$ cat src/rtl/mono_hit_pkg.sv
// Shared field map, sizes and ToT helper for the MONOPIX hit filter.
// Latency: n/a (package).
// Backpressure: n/a (package).
package mono_hit_pkg;

    localparam int WORD_W      = 32;

    // Field widths, common to input and output words
    localparam int ID_W        = 2;
    localparam int LE_W        = 8;
    localparam int TE_W        = 8;
    localparam int ROW_W       = 8;
    localparam int COL_W       = 6;
    localparam int TOT_W       = 8;

    // Input word: {id, le, te, row, col}
    localparam int IN_ID_LSB   = 30;
    localparam int IN_LE_LSB   = 22;
    localparam int IN_TE_LSB   = 14;
    localparam int IN_ROW_LSB  = 6;
    localparam int IN_COL_LSB  = 0;

    // Output word: {id, tot, le, row, col}
    localparam int OUT_ID_LSB  = 30;
    localparam int OUT_TOT_LSB = 22;
    localparam int OUT_LE_LSB  = 14;
    localparam int OUT_ROW_LSB = 6;
    localparam int OUT_COL_LSB = 0;

    localparam int OBUF_DEPTH  = 4;
    localparam int OBUF_CNT_W  = 3;
    localparam int CNT_W       = 16;

    // Time-over-threshold of an 8-bit timestamp pair; wraps modulo 256.
    function automatic logic [TOT_W-1:0] calc_tot(input logic [LE_W-1:0] le,
                                                  input logic [TE_W-1:0] te);
        return TOT_W'(te - le);
    endfunction

endpackage

$ cat src/rtl/mono_hit_obuf.sv
// Small first-word-fall-through FIFO with occupancy output.
// Latency: a write is visible at the head on the cycle after it is accepted.
// Backpressure: writes when full are ignored unless a read frees a slot the same cycle; reads when empty are ignored.
module mono_hit_obuf #(
    parameter int DEPTH = 4,
    parameter int DAT_W = 32
) (
    input  logic                     i_clk,
    input  logic                     i_rst_n,
    input  logic                     i_wr_vld,
    input  logic [DAT_W-1:0]         i_wr_dat,
    input  logic                     i_rd,
    output logic                     o_empty,
    output logic [DAT_W-1:0]         o_rd_dat,
    output logic [$clog2(DEPTH):0]   o_cnt
);

    localparam int AW = $clog2(DEPTH);
    localparam int CW = AW + 1;

    // Pointers wrap naturally, so DEPTH must be a power of two.
    logic [DAT_W-1:0] r_mem [DEPTH];
    logic [AW-1:0]    r_wr_ptr;
    logic [AW-1:0]    r_rd_ptr;
    logic [CW-1:0]    r_cnt;

    logic             w_rd_en;
    logic             w_wr_en;

    assign w_rd_en  = i_rd && (r_cnt != '0);
    assign w_wr_en  = i_wr_vld && ((r_cnt != CW'(DEPTH)) || w_rd_en);

    assign o_empty  = (r_cnt == '0);
    assign o_rd_dat = r_mem[r_rd_ptr];
    assign o_cnt    = r_cnt;

    // Storage; cleared on reset so the head reads zero while empty
    always_ff @(posedge i_clk or negedge i_rst_n) begin
        if (!i_rst_n) begin
            for (int i = 0; i < DEPTH; i++) begin
                r_mem[i] <= '0;
            end
        end else if (w_wr_en) begin
            r_mem[r_wr_ptr] <= i_wr_dat;
        end
    end

    // Read/write pointers and occupancy
    always_ff @(posedge i_clk or negedge i_rst_n) begin
        if (!i_rst_n) begin
            r_wr_ptr <= '0;
            r_rd_ptr <= '0;
            r_cnt    <= '0;
        end else begin
            if (w_wr_en) begin
                r_wr_ptr <= r_wr_ptr + AW'(1);
            end
            if (w_rd_en) begin
                r_rd_ptr <= r_rd_ptr + AW'(1);
            end
            case ({w_wr_en, w_rd_en})
                2'b10:   r_cnt <= r_cnt + CW'(1);
                2'b01:   r_cnt <= r_cnt - CW'(1);
                default: r_cnt <= r_cnt;
            endcase
        end
    end

endmodule

$ cat src/rtl/mono_hit_filter.sv
// Pops hit words, computes ToT (te-le mod 256), drops words outside the ToT window, repacks survivors. Optional column mask: MONO_HIT_FILTER_COL_MASK_EN.
// Latency: pop in cycle N -> S1 valid N+1 -> S2 valid N+2 -> OUT_FIFO_EMPTY falls N+3.
// Backpressure: pops only while buffered + in-flight words < 4, so a full output buffer never loses a word.
module mono_hit_filter
    import mono_hit_pkg::*;
#(
    parameter int ID_PASS = 1
) (
    input  logic                BUS_CLK,
    input  logic                RST_N,
    input  logic                IN_FIFO_EMPTY,
    input  logic [WORD_W-1:0]   IN_FIFO_DATA,
    output logic                IN_FIFO_READ,
    input  logic                CONF_EN,
    input  logic [TOT_W-1:0]    CONF_TOT_MIN,
    input  logic [TOT_W-1:0]    CONF_TOT_MAX,
`ifdef MONO_HIT_FILTER_COL_MASK_EN
    input  logic [63:0]         CONF_COL_MASK,
`endif
    input  logic                OUT_FIFO_READ,
    output logic                OUT_FIFO_EMPTY,
    output logic [WORD_W-1:0]   OUT_FIFO_DATA,
    output logic [CNT_W-1:0]    HIT_CNT,
    output logic [CNT_W-1:0]    DROP_CNT
);

    logic [1:0]             r_rst_sync;
    logic                   r_s1_vld;
    logic [WORD_W-1:0]      r_s1_dat;
    logic                   r_s2_vld;
    logic [WORD_W-1:0]      r_s2_dat;
    logic [CNT_W-1:0]       r_hit_cnt;
    logic [CNT_W-1:0]       r_drop_cnt;

    logic [OBUF_CNT_W-1:0]  w_obuf_cnt;
    logic [3:0]             w_occ;
    logic [ID_W-1:0]        w_id;
    logic [LE_W-1:0]        w_le;
    logic [TE_W-1:0]        w_te;
    logic [ROW_W-1:0]       w_row;
    logic [COL_W-1:0]       w_col;
    logic [TOT_W-1:0]       w_tot;
    logic                   w_in_win;
    logic                   w_col_ok;
    logic                   w_keep;
    logic                   w_drop;
    logic [WORD_W-1:0]      w_out_dat;

    // Reset release is resynchronised; assertion clears it asynchronously
    always_ff @(posedge BUS_CLK or negedge RST_N) begin
        if (!RST_N) begin
            r_rst_sync <= 2'b00;
        end else begin
            r_rst_sync <= {r_rst_sync[0], 1'b1};
        end
    end

    // Reserve a buffer slot for every word already in S1/S2, even if it may be dropped
    assign w_occ        = 4'(w_obuf_cnt) + {3'b000, r_s1_vld} + {3'b000, r_s2_vld};
    assign IN_FIFO_READ = r_rst_sync[1] && !IN_FIFO_EMPTY && (w_occ < 4'(OBUF_DEPTH));

    // S1: capture the popped word
    always_ff @(posedge BUS_CLK or negedge RST_N) begin
        if (!RST_N) begin
            r_s1_vld <= 1'b0;
            r_s1_dat <= '0;
        end else begin
            r_s1_vld <= IN_FIFO_READ;
            if (IN_FIFO_READ) begin
                r_s1_dat <= IN_FIFO_DATA;
            end
        end
    end

    assign w_id  = (ID_PASS != 0) ? r_s1_dat[IN_ID_LSB +: ID_W] : '0;
    assign w_le  = r_s1_dat[IN_LE_LSB  +: LE_W];
    assign w_te  = r_s1_dat[IN_TE_LSB  +: TE_W];
    assign w_row = r_s1_dat[IN_ROW_LSB +: ROW_W];
    assign w_col = r_s1_dat[IN_COL_LSB +: COL_W];
    assign w_tot = calc_tot(w_le, w_te);

    // MIN > MAX yields an empty window, so every word is dropped
    assign w_in_win = (w_tot >= CONF_TOT_MIN) && (w_tot <= CONF_TOT_MAX);

`ifdef MONO_HIT_FILTER_COL_MASK_EN
    assign w_col_ok = !CONF_COL_MASK[w_col];
`else
    assign w_col_ok = 1'b1;
`endif

    assign w_keep = (!CONF_EN || w_in_win) && w_col_ok;
    assign w_drop = r_s1_vld && !w_keep;

    // Repack a surviving word as {id, tot, le, row, col}
    always_comb begin
        w_out_dat = '0;
        w_out_dat[OUT_ID_LSB  +: ID_W]  = w_id;
        w_out_dat[OUT_TOT_LSB +: TOT_W] = w_tot;
        w_out_dat[OUT_LE_LSB  +: LE_W]  = w_le;
        w_out_dat[OUT_ROW_LSB +: ROW_W] = w_row;
        w_out_dat[OUT_COL_LSB +: COL_W] = w_col;
    end

    // S2: register kept words; config is sampled here
    always_ff @(posedge BUS_CLK or negedge RST_N) begin
        if (!RST_N) begin
            r_s2_vld <= 1'b0;
            r_s2_dat <= '0;
        end else begin
            r_s2_vld <= r_s1_vld && w_keep;
            if (r_s1_vld && w_keep) begin
                r_s2_dat <= w_out_dat;
            end
        end
    end

    // Saturating hit and drop counters
    always_ff @(posedge BUS_CLK or negedge RST_N) begin
        if (!RST_N) begin
            r_hit_cnt  <= '0;
            r_drop_cnt <= '0;
        end else begin
            if (IN_FIFO_READ && (r_hit_cnt != '1)) begin
                r_hit_cnt <= r_hit_cnt + CNT_W'(1);
            end
            if (w_drop && (r_drop_cnt != '1)) begin
                r_drop_cnt <= r_drop_cnt + CNT_W'(1);
            end
        end
    end

    assign HIT_CNT  = r_hit_cnt;
    assign DROP_CNT = r_drop_cnt;

    mono_hit_obuf #(
        .DEPTH (OBUF_DEPTH),
        .DAT_W (WORD_W)
    ) u_obuf (
        .i_clk    (BUS_CLK),
        .i_rst_n  (RST_N),
        .i_wr_vld (r_s2_vld),
        .i_wr_dat (r_s2_dat),
        .i_rd     (OUT_FIFO_READ),
        .o_empty  (OUT_FIFO_EMPTY),
        .o_rd_dat (OUT_FIFO_DATA),
        .o_cnt    (w_obuf_cnt)
    );

endmodule

$ cat config.mk
export PLATFORM = sky130hd
export DESIGN_NAME = mono_hit_filter
export DESIGN_NICKNAME = d
export VERILOG_FILES = /design/src/rtl/mono_hit_pkg.sv /design/src/rtl/mono_hit_obuf.sv /design/src/rtl/mono_hit_filter.sv
export SDC_FILE = /design/constraint.sdc
export NUM_CORES = 1
export LEC_CHECK = 0
export ABC_AREA = 1
export BUFFER_PORTS_ARGS = -buffer_cell sky130_fd_sc_hd__buf_4
export CORE_MARGIN = 1.5
export CORE_UTILIZATION = 32
export DETAILED_ROUTE_END_ITERATION = 6
export GPL_ROUTABILITY_DRIVEN = 0
export GPL_TIMING_DRIVEN = 0
export SYNTH_ARGS = -nofsm -noshare
export SYNTH_HDL_FRONTEND = slang
export SYNTH_SLANG_ARGS = --single-unit
$ cat constraint.sdc
create_clock -name BUS_CLK -period 5.22 [get_ports BUS_CLK]
set_input_delay 1.044 -clock BUS_CLK [delete_from_list [all_inputs] [get_ports BUS_CLK]]
set_output_delay 1.044 -clock BUS_CLK [all_outputs]
set_load 0.01 [all_outputs]
==> metrics.md, run 1 <==
| Metric | Value |
|---|---|
| Status | `complete, but fails checks` |
| Failing checks | `DRC` |
| Post-synthesis register bit count | `235` |
| Die ar. | `37370 µm²` |
| Maximum clock frequency | `253.9 MHz` |
| Number of global-route vias before repair | `8446` |
| Top cell by count, worst path | `clkbuf_1` |
| Hold Crit Start | `r_rst_sync[0]` |
| CTS max path bufs | `3` |
| Setup TNS | `0 ps` |
| Hold Path Cell Cnt | `0` |
| Final Critical Period | `3939 ps` |
| Total CTS buffers | `25` |
| Final #Nets | `1335` |
| Std cell rows | `69` |
| Final ANT Viol Nets | `0` |
| Worst-Margin Slew | `710.7 ps` |
| Post-Syn Nets | `1188` |
| Yosys warnings | `0` |
| First-pass GRT wire length | `47470 µm` |
| CP Data Required Time | `4180 ps` |
| Die Y | `193.3 µm` |
| Largest net degree at the start of global routing | `96` |
| MaxCap Viol Count | `0` |
| Antenna cells | `0` |
| Leakage power | `6.792 nW` |
| Post-DP HPWL | `20190 µm` |
| Final Non-Filler Cells | `1728` |
| RSZ-0062 raised after global routing | `no` |
| Area post-placement | `13120 µm²` |
| Leading post-synthesis cells by cell area | `dfrtp_1 51%, mux2_4 16%, nand2_1 5.9%` |
| Synth top area share | `50.73%` |
| Die width | `193.3 µm` |
| Final hold vios | `0` |
| Share of layout cells above drive strength 1 | `25.02%` |
| DR vias | `8199` |
| Post-synth top area cell | `dfrtp_1` |
| Routed WL per cell | `16.86 µm` |
| CP Class | `reg -> out` |
| Power per Cell Area | `609.0 nW/µm²` |
| Cells after Synth | `1102` |
| Root Driver | `clkbuf_16` |
| Post-CTS Setup Inserts | `0` |
| Number of vias per cell | `4.745` |
| DR pass1 iterations | `7` |
| Commonest cells after routing, fill and taps aside | `235 x dfrtp_1, 183 x nand2_1, 125 x o21ai_0` |
| CP bufs+invs | `5` |
| H-tree depth | `1` |
| Final-report max-slew violation count | `0` |
| Worst setup SP type | `flip-flop` |
| Syn Std Cell Area | `11590 µm²` |
| Crit path DAT | `2890 ps` |
| I/O Pins | `119` |
| Hold WC Path Type | `reg -> reg` |
| CP endpoint kind | `output pin` |
| Flop2flop setup slack | `1660 ps` |
| Post-synthesis area per instance | `10.52 µm²` |
| Routing usage on met3 | `3.173%` |
| Sequential area share after synthesis | `50.73%` |
| Post-CTS Hold Fix Bufs | `0` |
| Post-Route WL | `29130 µm` |
| Worst-skew pair later-pin latency | `530 ps` |
| Slew headroom | `52.62%` |
| CP peak stage delay | `510 ps` |
| Slowest CP cell | `clkbuf_1` |
| Met1 GRT Util | `22.27%` |
| CTS tree | `done` |
| Layout overhead on the synthesized area | `20.38%` |
| Most common cell after layout, fill and taps aside | `dfrtp_1` |
| Clk_skew | `12.74 ps` |
| Grt total ovfl | `0` |
| Worst R2R End | `r_s2_dat[18]` |
| Reg2Reg Depth | `19` |
| Placed insts | `1683` |
| Number of port buffers | `118` |
| Power, Total | `8.498 mW` |
| PostCTS Resize Cnt | `0` |
| Fillers | `3487` |
| Busiest layer in global routing | `met2` |
| Hold Slack | `347.5 ps` |
| Core ar. | `35660 µm²` |
| Tot GR Track Use | `15.77%` |
| Max VDD drop | `0.2796 mV` |
| Antenna violations before repair | `0` |
| Residual DRC | `5` |
| Critical path's top delay family | `buffers and inverters` |
| Initial Util | `32.51%` |
| Design Area, Final | `13950 µm²` |
| Hold EP | `r_rst_sync[1]` |
| RR Startpoint | `r_s1_dat[14]` |
| CTS Sinks | `235` |
| GR Layer Usage met2 | `24.37%` |
| Final worst path period share | `75.46%` |
| # setup viols final | `0` |
| DRT iter0 DRCs | `444` |
| Crit Path Max Fanout | `10` |
| Cell Chain, Critical Path | `clkbuf_1, inv_1, clkbuf_1, clkbuf_1, nor2_1, o22ai_1, buf_4` |
| Distinct cell type count after synthesis | `33` |
| CTS clock-pin slew for the worst setup and hold paths | `60 ps` |
==> registers in the layout, summed over array words and instances, names as in the netlist <==
signal,flops
DROP_CNT,16
HIT_CNT,16
r_rst_sync,2
r_s1_dat,32
r_s1_vld,1
r_s2_dat,32
r_s2_vld,1
u_obuf.o_cnt,3
u_obuf.r_mem,128
u_obuf.r_rd_ptr,2
u_obuf.r_wr_ptr,2
==> cells in the mapped netlist <==
master,n
dfrtp_1,235
nand2_1,183
o21ai_0,125
mux2_4,120
inv_1,95
nor2_1,95
xor2_1,33
clkbuf_1,32
o22ai_1,32
ha_1,31
nand3_1,22
nand4_1,21
a21oi_1,12
buf_6,12
nor3_1,12
mux2_2,8
xnor2_1,6
buf_2,5
nor2_4,4
a21o_1,3
fa_1,2
nor4_1,2
o21a_1,2
a31o_2,1
buf_1,1
buf_4,1
conb_1,1
inv_2,1
nand3_2,1
nand4_2,1
nor2_2,1
o21ai_2,1
o31ai_4,1
==> worst max-delay path by stage <==
stage / startpoint / end / slack, ps / cells past startpoint
floorplan: r_s1_dat[14] / DROP_CNT[10] / 2400 / 17
detailed placement: r_s1_dat[14] / r_s2_dat[18] / 1620 / 18
global placement: RST_N / DROP_CNT[14] / 1190 / 1
finish: u_obuf.r_rd_ptr[0] / OUT_FIFO_DATA[18] / 1280 / 7
CTS: u_obuf.r_rd_ptr[0] / OUT_FIFO_DATA[19] / 1280 / 7
global route: u_obuf.r_rd_ptr[0] / OUT_FIFO_DATA[19] / 1120 / 7
==> per-layer routing <==
layer | up-vias | part of all wire (%)
li1 | 3959 | -
met1 | 3998 | 48
met2 | 198 | 44
met3 | 44 | 5.6
met4 | 0 | 2.8
met5 | - | 0
==> power breakdown <==
part | total [mW] | switching (mW) | internal (mW)
Sequential | 2.94 | 0.487 | 2.46
Clock | 1.81 | 0.740 | 1.07
Combinational | 3.75 | 2.07 | 1.67
==> cell type report <==
| type | instances | area (µm²) | share of cell area, % |
|---|---|---|---|
| clock inverter | 9 | 110.1 | 0.7891 |
| buffer | 51 | 291.5 | 2.089 |
| timing repair buffer | 120 | 948.4 | 6.797 |
| sequential | 235 | 5881 | 42.14 |
| inverter | 96 | 360.3 | 2.582 |
| multi-input combinational | 720 | 5059 | 36.25 |
| clock buffer | 36 | 726.9 | 5.210 |
| tap | 461 | 576.8 | 4.134 |
==> logic make-up (layout without fill, tap and decap cells) <==
logic type                 Yosys count  in the layout  synth area share [%]
DFF                                235            235                 50.73
xor gates and xnor gates            39             39                 2.947
adders and majority gates           33             33                 3.692
and+or+nand+nor                    342            342                 12.35
muxes                              128            128                 16.32
buffers and inverters              147            312                 5.624
AOI/OAI and AO/OA                  177            177                 8.301
other                                1              1               0.03235
==> stage by stage <==
stage / setup WS (ps) / utilization, %
after floorplan: 2400 / -
after global placement: 1194 / 36.61
after detailed placement: 1623 / 36.79
final: 1281 / 39.13
after global routing: 1117 / 39.13
after CTS: 1281 / 39.13
No activity file was read; power rests on OpenSTA's default activity.
==> run 2: changes to the inputs <==
==> constraint.sdc (replaced) <==
create_clock -name BUS_CLK -period 3.65 [get_ports BUS_CLK]
set_input_delay 0.73 -clock BUS_CLK [delete_from_list [all_inputs] [get_ports BUS_CLK]]
set_output_delay 0.73 -clock BUS_CLK [all_outputs]
set_load 0.01 [all_outputs]
==> run 2 against run 1 <==
Clock power increased by 43%. Die area did not move. Hold slack lost 220 ps. Clock skew decreased by 0.54 ps. Sequential share of layout area is 0.090 points lower. Routed wire length about the same. Final area increased by 0.22%. The run still ends with DRC left. First-iteration DRC count down 2.9%.
==> metrics.md, run 2 (synthesis gave the netlist of run 1 again) <==
| Metric | Value |
|---|---|
| Placed insts | `1683 (unchanged)` |
| Commonest cells after routing, fill and taps aside | `235 x dfrtp_1, 182 x nand2_1, 125 x o21ai_0` |
| Top cell by count, worst path | `clkbuf_1` |
| Final hold vios | `0 (unchanged)` |
| Worst-Margin Slew | `712.6 ps (+1.900 ps)` |
| Core ar. | `35660 µm² (unchanged)` |
| Routed WL per cell | `16.86 µm (about the same)` |
| Largest net degree at the start of global routing | `96 (unchanged)` |
| Antenna cells | `0 (unchanged)` |
| Reg2Reg Depth | `17 (-2)` |
| Largest regs | `u_obuf.r_mem: 128 flops, r_s1_dat: 32 flops, r_s2_dat: 32 flops` |
| Crit path DAT | `2750 ps (-140 ps)` |
| Total CTS buffers | `25 (unchanged)` |
| Worst-skew pair later-pin latency | `530 ps (about the same)` |
| Number of port buffers | `118 (unchanged)` |
| Setup TNS | `0 ps (unchanged)` |
| Power share of the combinational group | `44.4% (+0.3 points)` |
| DRT iter0 DRCs | `431 (-2.9%)` |
| CP Data Required Time | `2920 ps (-1260 ps)` |
| I/O Pins | `119 (unchanged)` |
| DR pass1 iterations | `7 (unchanged)` |
| Final Non-Filler Cells | `1728 (unchanged)` |
| Post-DP HPWL | `20190 µm (unchanged)` |
| Worst R2R End | `DROP_CNT[14]` |
| Number of global-route vias before repair | `8446 (unchanged)` |
| Post-route setup slack | `171.5 ps (-1110 ps)` |
| Failing checks | `DRC` |
| Residual DRC | `5 (unchanged)` |
| Hold WC Path Type | `in -> async` |
| Flop2flop setup slack | `360 ps (-1300 ps)` |
| Initial Util | `32.51% (unchanged)` |
| Part of the power in registers | `34.5% (about the same)` |
| Number of vias per cell | `4.733 (-0.24%)` |
| CTS Sinks | `235 (unchanged)` |
| Share of layout cells above drive strength 1 | `26.12% (+1.1 points)` |
| Worst setup SP type | `flip-flop` |
| CP Class | `reg -> out` |
| CTS tree | `done` |
| Power, Total | `12.21 mW (+44%)` |
| Slew headroom | `52.49% (-0.13 points)` |
| Tot GR Track Use | `15.77% (unchanged)` |
| Final worst path period share | `95.30%` |
| Root Driver | `clkbuf_16` |
| CTS clock-pin slew for the worst setup and hold paths | `60 ps (about the same)` |
| Final ANT Viol Nets | `0 (unchanged)` |
| H-tree depth | `1 (unchanged)` |
| RR Startpoint | `r_s1_dat[14]` |
| CP Depth | `7 (unchanged)` |
| First-pass GRT wire length | `47470 µm (unchanged)` |
| NetSw | `4.748 mW (+44%)` |
| Maximum clock frequency | `287.5 MHz` |
| CP peak stage delay | `450 ps (-60 ps)` |
| DR vias | `8179 (-0.24%)` |
| DP Worst Slack | `52.73 ps (-1570 ps)` |
| MaxCap Viol Count | `0 (unchanged)` |
| Slowest CP cell | `clkbuf_1` |
| Largest Register | `u_obuf.r_mem` |
| Max VDD drop | `0.3789 mV (+36%)` |
| CTS max path bufs | `3 (unchanged)` |
| Die Y | `193.3 µm (unchanged)` |
| CP endpoint kind | `output pin` |
| Clock group share of total power | `21.2% (about the same)` |
| Status | `complete, but fails checks` |
| Switching Fraction | `38.90% (+0.068 points)` |
| Cell Chain, Critical Path | `clkbuf_1, inv_1, clkbuf_1, clkbuf_2, o21ai_0, o22ai_1, buf_4` |
| Grt total ovfl | `0 (unchanged)` |
| Most common cell after layout, fill and taps aside | `dfrtp_1` |
| Std cell rows | `69 (unchanged)` |
| Clk_skew | `12.20 ps (-0.5423 ps)` |
| Crit Path Max Fanout | `10 (unchanged)` |
| Antenna violations before repair | `0 (unchanged)` |
| CP bufs+invs | `5 (unchanged)` |
| Critical path's top delay family | `buffers and inverters` |
| Final Critical Period | `3479 ps` |
| Post-CTS Setup Inserts | `0 (unchanged)` |
| Hold Slack | `129.1 ps (-218.4 ps)` |
| Pint | `7.458 mW (+43%)` |
| Final #Nets | `1335 (unchanged)` |
| # setup viols final | `0 (unchanged)` |
| Die ar. | `37370 µm² (unchanged)` |
| Die width | `193.3 µm (unchanged)` |
| Final-report max-slew violation count | `0 (unchanged)` |
| Max reg flops | `128 (unchanged)` |
| Post-Route WL | `29140 µm (about the same)` |
| Power per Cell Area | `872.9 nW/µm² (+43%)` |
| Leakage power | `6.825 nW (+0.49%)` |
| Layout overhead on the synthesized area | `20.64%` |
| RSZ-0062 raised after global routing | `no` |
-- run 2: timing repair --
item,CTS,global route
endpoints found under the setup margin,0,60
gates resized for setup,0,27
hold buffers,0,0
-- run 2: how the worst max path moves through the flow --
| stage | startpoint | to | slack (ps) |
|---|---|---|---|
| final | u_obuf.r_rd_ptr[0] | OUT_FIFO_DATA[18] | 170 |
| after global routing | r_s1_dat[14] | DROP_CNT[14] | 30 |
| after CTS | u_obuf.r_rd_ptr[0] | OUT_FIFO_DATA[19] | 30 |
| after detailed placement | r_s1_dat[14] | r_s2_dat[18] | 50 |
| after global placement | RST_N | DROP_CNT[14] | -60 |
| after floorplan | r_s1_dat[14] | DROP_CNT[10] | 830 |
-- run 2: layout make-up --
class	instances	area, µm²
fillers	3488	21670
flip-flops and latches	235	5881
multi-input cells	720	5072
repair buffers	120	948.4
clock buffers	36	726.9
well taps	461	576.8
inverters	96	360.3
plain buffers	51	307.8
clock inverters	9	110.1
-- run 2: power groups by stage --
stage | clock network, mW | registers, mW | logic [mW]
after floorplan | 0 | 4.04 | 3.58
after global placement | 0 | 4.20 | 5.29
after detailed placement | 0 | 4.22 | 5.40
after CTS | 2.66 | 4.20 | 5.43
after global routing | 2.77 | 4.33 | 6.05
final | 2.58 | 4.21 | 5.42
-- run 2: per-stage QoR --
| step | cell area [µm²] | util (%) |
|---|---|---|
| after floorplan | 11590 | - |
| after global placement | 13050 | 36.61 |
| after detailed placement | 13120 | 36.79 |
| after CTS | 13950 | 39.13 |
| after global routing | 13980 | 39.22 |
| final | 13980 | 39.22 |
-- run 2: layer usage --
layer	global-route usage (%)	up-vias	part of all wire (%)
met3	3.173	46	5.8
met5	0	-	0
met1	22.27	3952	48
met4	4.783	0	2.9
met2	24.37	223	44
li1	-	3958	-
-- run 2: worst reg2reg max path: cells and delay by family, from the launching register on --
family          cells  cell delay (ps)
simple gates        7              610
buf+inv             4              650
compound gates      2              550
flops               1              350
xor+xnor            1              180
fa+ha+maj           3              870
==> run 3: changes to the inputs <==
--- a/config.mk
+++ b/config.mk
@@ -14,4 +14,5 @@
 export GPL_TIMING_DRIVEN = 0
 export SYNTH_ARGS = -nofsm -noshare
 export SYNTH_HDL_FRONTEND = slang
+export SYNTH_HIERARCHICAL = 1
 export SYNTH_SLANG_ARGS = --single-unit
==> run 3 against run 2 <==
The flow now finishes without violations. Die area fell by 0.10%. Power up 3.9%. Critical path depth rose by 14. Maximum frequency rose by 4.7%. Largest cell class unchanged.
==> metrics.md, run 3 <==
| Metric | Value |
|---|---|
| Status | `complete, no violations` |
| Final-report max-slew violation count | `0 (unchanged)` |
| PostCTS Resize Cnt | `0 (unchanged)` |
| Met2 WL | `15070 µm (+19%)` |
| H-tree depth | `1 (unchanged)` |
| Slowest CP cell | `dfrtp_1` |
| Compound-Gate Fraction of Synth Area | `12.95% (+4.6 points)` |
| Share of layout cells above drive strength 1 | `15.22% (-11 points)` |
| Top cell by count, worst path | `nand2_1` |
| Yosys warnings | `6 (+6)` |
| Routed WL per cell | `16.33 µm (-3.1%)` |
| DR pass1 iterations | `6 (-1)` |
| Largest regs | `u_obuf/r_mem: 128 flops, r_s1_dat: 32 flops, r_s2_dat: 32 flops` |
| # setup viols final | `0 (unchanged)` |
| Post-synthesis register bit count | `235 (unchanged)` |
| First-pass GRT wire length | `53700 µm (+13%)` |
| CP endpoint kind | `flip-flop` |
| Sequential area share after synthesis | `50.79% (+0.055 points)` |
| Synth Flop Type | `dfrtp_1` |
| Maximum clock frequency | `301.1 MHz (+4.7%)` |
| Root Driver | `clkbuf_16` |
| Final worst path period share | `91.00% (-4.3 points)` |
| DR vias | `9822 (+20%)` |
| DP Worst Slack | `311.3 ps (+258.6 ps)` |
| Antenna cells | `0 (unchanged)` |
| Layout overhead on the synthesized area | `20.37%` |
| Die Y | `193.2 µm (about the same)` |
| RSZ-0062 raised after global routing | `no` |
| Total CTS buffers | `27 (+8.0%)` |
| Crit Path Max Fanout | `10 (unchanged)` |
| Die width | `193.2 µm (about the same)` |
| CP bufs+invs | `4 (-1)` |
| Final Critical Period | `3322 ps (-156.9 ps)` |
| Worst setup SP type | `flip-flop` |
| CP Depth | `21 (+14)` |
| Hold WC Path Type | `in -> async` |
| Crit path DAT | `3790 ps (+1040 ps)` |
| Post-DP HPWL | `23540 µm (+17%)` |
| Residual DRC | `0 (-5)` |
| Post-Syn Nets | `1482 (+25%)` |
| Hold Slack | `55.88 ps (-73.24 ps)` |
| Antenna violations before repair | `0 (unchanged)` |
| Post-CTS Setup Inserts | `0 (unchanged)` |
| Final ANT Viol Nets | `0 (unchanged)` |
| Grt total ovfl | `0 (unchanged)` |
| Post-CTS Hold Fix Bufs | `0 (unchanged)` |
| Core ar. | `35570 µm² (-0.24%)` |
| Post-synth top area cell | `dfrtp_1` |
| Std cell rows | `69 (unchanged)` |
| Worst-skew pair later-pin latency | `540 ps (about the same)` |
| Adder-cell share of the synthesized area | `3.588% (-0.10 points)` |
| Most common cell after layout, fill and taps aside | `nand2_1` |
| CTS clock-pin slew for the worst setup and hold paths | `60 ps (about the same)` |
| Final hold vios | `0 (unchanged)` |
| CP Class | `reg -> reg` |
| CTS tree | `done` |
| Number of vias per cell | `4.850 (+2.5%)` |
| CP Data Required Time | `4120 ps (+1200 ps)` |
| Simple-gate share of the synthesized area | `23.41% (+11 points)` |
| Cell Chain, Critical Path | `inv_1, ha_1, a21oi_1, nand2_1, nand3_1, nand2_1, xnor2_1, inv_1, ha_1, a21oi_1, nor2_1, nor2_1, nand2_1, nand2_1, nand2_1, nand2_1, nand2_1, inv_2, buf_4, nand2_1, nand2_1` |
| CP peak stage delay | `360 ps (-90 ps)` |
| Synth top cells by count | `489 x nand2_1, 235 x dfrtp_1, 167 x o21ai_0, 83 x inv_1, 83 x nor2_1` |
| Main combinational cell family by area after synthesis | `simple AND/OR/NAND/NOR gates` |
| Post-Route WL | `33080 µm (+14%)` |
| Cell with the most instances after synthesis | `nand2_1` |
| Number of port buffers | `118 (unchanged)` |
| Max VDD drop | `0.4092 mV (+8.0%)` |
| Post-synthesis mux area share | `0% (-16 points)` |
| Flop2flop setup slack | `330 ps (-30 ps)` |
| Design Area, Final | `13940 µm² (-0.33%)` |
| Cells after Synth | `1397 (+27%)` |
| Power per Cell Area | `909.9 nW/µm² (+4.2%)` |
| Uppermost layer routed | `met4` |
| DRT iter0 DRCs | `840 (+95%)` |
| Distinct cell type count after synthesis | `44 (+33%)` |
| Commonest cells after routing, fill and taps aside | `489 x nand2_1, 235 x dfrtp_1, 167 x o21ai_0` |
| Met1 Routed Length | `15030 µm (+8.1%)` |
| Reg2Reg Depth | `21 (+4)` |
| Async SR Flop Fraction | `100.0% (unchanged)` |
| Post-synthesis area per instance | `8.288 µm² (-21%)` |
| CTS Sinks | `235 (unchanged)` |
| Synth Area in XOR/XNOR | `2.637% (-0.31 points)` |
| Number of global-route vias before repair | `9833 (+16%)` |
| Largest net degree at the start of global routing | `116 (+21%)` |
| Clk_skew | `19.63 ps (+7.432 ps)` |
| Critical path's top delay family | `simple AND/OR/NAND/NOR gates` |
| Largest Register | `u_obuf/r_mem` |
| Leading post-synthesis cells by cell area | `dfrtp_1 51%, nand2_1 16%, o21ai_0 7.2%` |
| Max reg flops | `128 (unchanged)` |
| Syn Std Cell Area | `11580 µm² (-0.11%)` |
| Area post-placement | `13100 µm² (about the same)` |
| Synth top area share | `50.79% (+0.055 points)` |
| CTS max path bufs | `3 (unchanged)` |
| Tot GR Track Use | `17.71% (+1.9 points)` |
| Die ar. | `37330 µm² (-0.10%)` |
| Routed wl met3 | `2223 µm (+31%)` |
| Power, Total | `12.68 mW (+3.9%)` |
| Initial Util | `32.55% (+0.044 points)` |
| Slew headroom | `53.78% (+1.3 points)` |
| MaxCap Viol Count | `0 (unchanged)` |
| Post-synth EDFFs | `0 (unchanged)` |
| Post-route setup slack | `328.4 ps (+156.9 ps)` |
| Utilization after layout | `39.18% (about the same)` |
| Worst-Margin Slew | `693.3 ps (-19.29 ps)` |
| Final #Nets | `1631 (+22%)` |
| I/O Pins | `119 (unchanged)` |
| Leakage power | `7.153 nW (+4.8%)` |
## run 3: worst register-to-register path, delay by kind of cell (launching register included)
family | cells | cell delay [ps]
compound gates | 2 | 290
xor+xnor | 1 | 250
flops | 1 | 360
simple gates | 12 | 1160
fa+ha+maj | 2 | 610
buf+inv | 4 | 570
## run 3: layout make-up
class | count | area, µm²
Buffer | 75 | 429.2
Clock buffer | 41 | 768.2
Clock inverter | 6 | 65.06
Fill cell | 3632 | 21630
Inverter | 88 | 335.3
Multi-Input combinational cell | 999 | 4933
Sequential cell | 235 | 5881
Tap cell | 461 | 576.8
Timing Repair Buffer | 120 | 948.4
## run 3: where the power goes
group / total [mW] / internal, mW / switching [mW]
logic: 5.73 / 2.13 / 3.61
clock network: 2.59 / 1.51 / 1.07
registers: 4.36 / 3.61 / 0.753
total: 12.7 / 7.25 / 5.43
## run 3: worst paths after layout
check / startpoint / to
max: r_s1_dat[24] / r_s2_dat[1]
min: RST_N / DROP_CNT[9]
min reg2reg: r_rst_sync[0] / r_rst_sync[1]
min in group BUS_CLK: r_rst_sync[0] / r_rst_sync[1]
max in group asynchronous: RST_N / u_obuf/r_mem[28]
max reg2reg: r_s1_dat[24] / r_s2_dat[1]
## run 3: per-stage QoR
| step | TNS [ps] | std cells |
|---|---|---|
| finish | 0 | 2025 |
| floorplan | 0 | 1397 |
| detailed placement | 0 | 1978 |
| CTS | 0 | 2025 |
| global placement | -21430 | 1976 |
| global route | 0 | 2025 |
## run 3: cells by family (layout without fill, tap and decap cells)
| family | Yosys count | count (layout) |
|---|---|---|
| and+or+nand+nor | 652 | 652 |
| DFF | 235 | 235 |
| buffers and inverters | 163 | 330 |
| xor gates and xnor gates | 34 | 34 |
| adders and majority gates | 32 | 32 |
| other | 1 | 1 |
| AOI/OAI and AO/OA | 280 | 280 |
## run 3: routing by layer
layer | GRT usage, % | vias up
met5 | 0 | -
met4 | 5.254 | 0
met3 | 3.801 | 62
met2 | 28.62 | 329
met1 | 23.81 | 4621
li1 | - | 4810
